**config.mk**
```make
export PLATFORM = sky130hd
export DESIGN_NAME = systolic_feeder
export DESIGN_NICKNAME = d
export VERILOG_FILES = /design/src/rtl/systolic_feeder.sv
export SDC_FILE = /design/constraint.sdc
export NUM_CORES = 1
export LEC_CHECK = 0
export CORE_MARGIN = 5
export CORE_UTILIZATION = 24
export CTS_CLUSTER_DIAMETER = 100
export CTS_CLUSTER_SIZE = 16
export DETAILED_ROUTE_END_ITERATION = 10
export GPL_TIMING_DRIVEN = 0
export PLACE_DENSITY = 0.49
export SETUP_SLACK_MARGIN = 0.2
export SLEW_MARGIN = 0
export SYNTH_ARGS = -nofsm -noshare
export SYNTH_HDL_FRONTEND = slang
export SYNTH_SLANG_ARGS = --single-unit
```
**constraint.sdc**
```tcl
create_clock -name clk -period 4.6 [get_ports clk]
set_input_delay 0.92 -clock clk [delete_from_list [all_inputs] [get_ports clk]]
set_output_delay 0.92 -clock clk [all_outputs]
set_load 0.01 [all_outputs]
```
**src/rtl/systolic_feeder.sv**
```systemverilog
// Head-of-chain sequencer: joins coefficient and data streams into one beat per
// cycle, tags frame starts, and flushes the systolic chain with zero bubbles.
module systolic_feeder #(
   parameter int WIDTH        = 32,
   parameter int N_CELLS      = 4,
   parameter int FLUSH_CYCLES = N_CELLS,
   parameter int CNT_W        = 16
) (
   input  logic             clk,
   input  logic             rst,
   input  logic [WIDTH-1:0] c_in_data,
   input  logic             c_in_valid,
   output logic             c_in_ready,
   input  logic [WIDTH-1:0] x_in_data,
   input  logic             x_in_valid,
   input  logic             x_in_last,
   output logic             x_in_ready,
   output logic [WIDTH-1:0] c_out,
   output logic [WIDTH-1:0] x_out,
   output logic             s_out,
   output logic             busy,
   output logic             frame_done,
   output logic [CNT_W-1:0] frame_beats
);

   localparam int FC_W = $clog2(FLUSH_CYCLES + 1);

   typedef enum logic [1:0] {IDLE, STREAM, FLUSH} state_t;

   state_t           state_q, state_d;
   logic [CNT_W-1:0] beat_cnt;
   logic [FC_W-1:0]  flush_cnt;
   logic             accept_en;
   logic             beat;
   logic             flush_end;

   // Holding readys low while reset is asserted keeps anything from being consumed.
   assign accept_en  = (state_q != FLUSH) & rst;
   assign c_in_ready = x_in_valid & accept_en;
   assign x_in_ready = c_in_valid & accept_en;
   assign beat       = c_in_valid & x_in_valid & accept_en;
   assign busy       = (state_q != IDLE);
   assign flush_end  = (state_q == FLUSH) && (flush_cnt == FC_W'(1));

   always_ff @(posedge clk or negedge rst) begin
      if (!rst) state_q <= IDLE;
      else      state_q <= state_d;
   end

   always_comb begin
      state_d = state_q;
      case (state_q)
         IDLE:    if (beat) state_d = x_in_last ? FLUSH : STREAM;
         STREAM:  if (beat && x_in_last) state_d = FLUSH;
         FLUSH:   if (flush_end) state_d = IDLE;
         default: state_d = IDLE;
      endcase
   end

   // Datapath: no beat means a zero bubble, so the array never stalls.
   always_ff @(posedge clk or negedge rst) begin
      if (!rst) begin
         c_out       <= '0;
         x_out       <= '0;
         s_out       <= 1'b0;
         frame_done  <= 1'b0;
         frame_beats <= '0;
         beat_cnt    <= '0;
         flush_cnt   <= '0;
      end else begin
         c_out      <= beat ? c_in_data : '0;
         x_out      <= beat ? x_in_data : '0;
         s_out      <= beat && (state_q == IDLE);
         frame_done <= 1'b0;
         if (beat) begin
            if (state_q == IDLE)     beat_cnt <= CNT_W'(1);
            else if (beat_cnt != '1) beat_cnt <= beat_cnt + CNT_W'(1);
            if (x_in_last)           flush_cnt <= FC_W'(FLUSH_CYCLES);
         end
         if (state_q == FLUSH) begin
            flush_cnt <= flush_cnt - FC_W'(1);
            if (flush_end) begin
               frame_done  <= 1'b1;
               frame_beats <= beat_cnt;
               beat_cnt    <= '0;
            end
         end
      end
   end

endmodule

```
==> flow_summary.json <==
{
  "root_buffer": "clkbuf_16",
  "drt-vias-per-instance": 4.39,
  "peakVddDrop_v": 0.000170,
  "dr_total_vias": 3076,
  "post-route-util_pct": 37.3,
  "status": "complete, no violations",
  "design.portCount": 154,
  "gp_congestion": 0.737,
  "startpoint_type": "flip-flop",
  "worstPathCellList": "nand2b_1, clkbuf_8, clkbuf_1, and3_1, clkdlybuf4s50_1",
  "syn_nets": 383,
  "synth_area_um2": 4020,
  "yosysSeqAreaShare_pct": 64.2,
  "critical_path_arrival_ns": 2.28,
  "crit_fanout": 10,
  "nFillCells": 1621,
  "regArea_um2": 2580,
  "firstDrtPassIters": 4,
  "cts_sinks": 103,
  "synth.distinct_cells": 45,
  "grt_usage_pct": 11.7,
  "postCtsResizedCells": 0,
  "start_util_pct": 24.3,
  "required_ns": 3.68,
  "grt_pass1_vias": 3151,
  "hold_class": "flip-flop to flip-flop",
  "whs_ns": 0.508,
  "worstMarginPinSlew_ns": 0.701,
  "ys.flop_type": "dfrtp_1",
  "syn_avg_cell_area_um2": 12.9,
  "finalNetCount": 548,
  "endpoint_kind": "output port",
  "critical_path.slowest_cell": "clkdlybuf4s50_1",
  "synth-seq-cells": 103,
  "die_y_um": 139,
  "multi_input_area_um2": 1280,
  "criticalPathCategory": "flip-flop to output port",
  "cts_buffers": 9,
  "grt.overflow.total": 0,
  "fin_skew_ns": 0.00792,
  "num_rows": 47,
  "hold_violations": 0,
  "die_area_um2": 19400,
  "slowest_delay_ns": 0.54,
  "cts_hold_buf": 0,
  "slew_violations": 0,
  "antenna_left": 0,
  "power.density_nw_per_um2": 365,
  "cts_tree": "built",
  "areaGrowthSynthToFinish_pct": 53.4,
  "period_share_pct": 69.6,
  "die_x_um": 139,
  "fmax_ghz": 0.312,
  "p_leak_nw": 2.96,
  "ys_warn_count": 0,
  "grt_max_degree": 57,
  "synthCells": 311,
  "cts.htree.levels": 3,
  "drc": 0,
  "synth_edf_count": 0,
  "clock_latency_ns": 0.34,
  "slew_headroom_pct": 53.2,
  "critPathTopFamily": "buffers and inverters",
  "async_flop_share_pct": 100,
  "final_layout_size_suffix_gt1_share_pct": 10.4,
  "wl_per_cell_um": 16.3,
  "grt_pass1_wl_mm": 18.0,
  "place.port_buffers": 153,
  "cap_viol_max_count": 0,
  "dp_hpwl_mm": 8.31,
  "finalSetupViolations": 0,
  "min_period_ns": 3.20,
  "cts_setup_buffers": 0,
  "wirelength_mm": 11.4,
  "clk_pin_slew_worst_paths_ns": 0.07,
  "clk_path_buf_depth": 2,
  "antenna_found_initial": 0,
  "rsz0062_at_grt": "no",
  "num_antenna_cells": 0,
  "core_area_um2": 16500,
  "drt_iter0_markers": 110,
  "crit_buf_inv": 3
}
[path summary, 6_finish.rpt]
check / depth (start not counted) / slack, ns / to / startpoint
min: 1 / 0.51 / frame_beats[5] / frame_beats[5]
min reg2reg: 1 / 0.51 / frame_beats[5] / frame_beats[5]
max in group asynchronous: 2 / 3.28 / x_out[18] / rst
max reg2reg: 6 / 2.67 / beat_cnt[0] / beat_cnt[0]
min in group asynchronous: 1 / 0.63 / frame_beats[5] / rst
max: 5 / 1.40 / c_in_ready / state_q[1]
[final cells by class]
type                    instances  area share (%)
plain buffers                  22            2.05
clock buffers                  11            3.78
clock inverters                 5            1.34
inverters                       8           0.487
multi-input cells             178            20.8
flip-flops and latches        103            41.8
well taps                     220            4.47
repair buffers                154            25.2
[routing by layer]
layer / part of all wire [%] / vias up / GRT usage [%]
met5: 0 / - / 0
met3: 6.7 / 13 / 3.02
met4: 2.1 / 0 / 4.48
li1: - / 1462 / -
met2: 48 / 103 / 18.9
met1: 44 / 1498 / 15.1
[placed cells by master (no fill, tap or decap), drive strengths merged, types with 4 or more instances in the layout]
master / instances
o21ai: 5
o31ai: 6
and3: 68
mux2: 16
buf: 7
nand4: 5
or4: 7
inv: 8
clkdlybuf4s50: 152
nand2: 8
nor2: 5
clkbuf: 27
a21oi: 13
nand3: 7
or3: 4
dfrtp: 103
[flip-flops by register name, summed over array words and instances, names as in the netlist]
signal,count
c_out,32
flush_cnt,3
x_out,32
frame_done,1
frame_beats,16
s_out,1
state_q,2
beat_cnt,16
[synth_stat cells (3+ instances only)]
library cell	count	share of area [%]
dfrtp_1	103	64
and3_1	68	11
mux2_2	16	4.5
clkbuf_1	14	1.3
a21oi_1	13	1.6
inv_1	8	0.75
nand2_1	8	0.75
nand3_1	7	0.87
or4_1	7	1.3
o31ai_1	6	1.1
nor2_1	5	0.47
o21ai_0	5	0.62
a31oi_1	3	0.47
buf_2	3	0.37
ha_1	3	0.93
nand4_1	3	0.47
nor3_1	3	0.37
or3_1	3	0.47
[kinds of logic (layout without fill, tap and decap cells)]
family | after synthesis | count (layout) | share of synthesized area [%]
flip-flops | 103 | 103 | 64.2
AO/OA/AOI/OAI | 37 | 37 | 5.92
AND/OR/NAND/NOR | 121 | 121 | 20.4
multiplexers | 17 | 17 | 4.73
adder cells (fa/ha/maj) | 3 | 3 | 0.934
buffers and inverters | 30 | 200 | 3.89
[metrics by stage]
step | cells | area (um2) | setup slack (ns) | total power [W] | TNS (ns)
floorplan | 311 | 4020 | 2.51 | 0.00122 | 0
global placement | 684 | 5820 | -2.53 | 0.00144 | -334.66
detailed placement | 685 | 5850 | 1.33 | 0.00145 | 0
CTS | 701 | 6160 | 1.32 | 0.00229 | 0
global route | 701 | 6160 | 1.26 | 0.00236 | 0
finish | 701 | 6160 | 1.40 | 0.00225 | 0
[power by group]
group	switching, W	leakage [nW]	internal (W)
logic	0.000188	1.40	0.000213
clock network	0.000342	0.154	0.000479
registers	0.0000521	1.41	0.000975
Note: power is estimated with default switching activity, not from simulation.
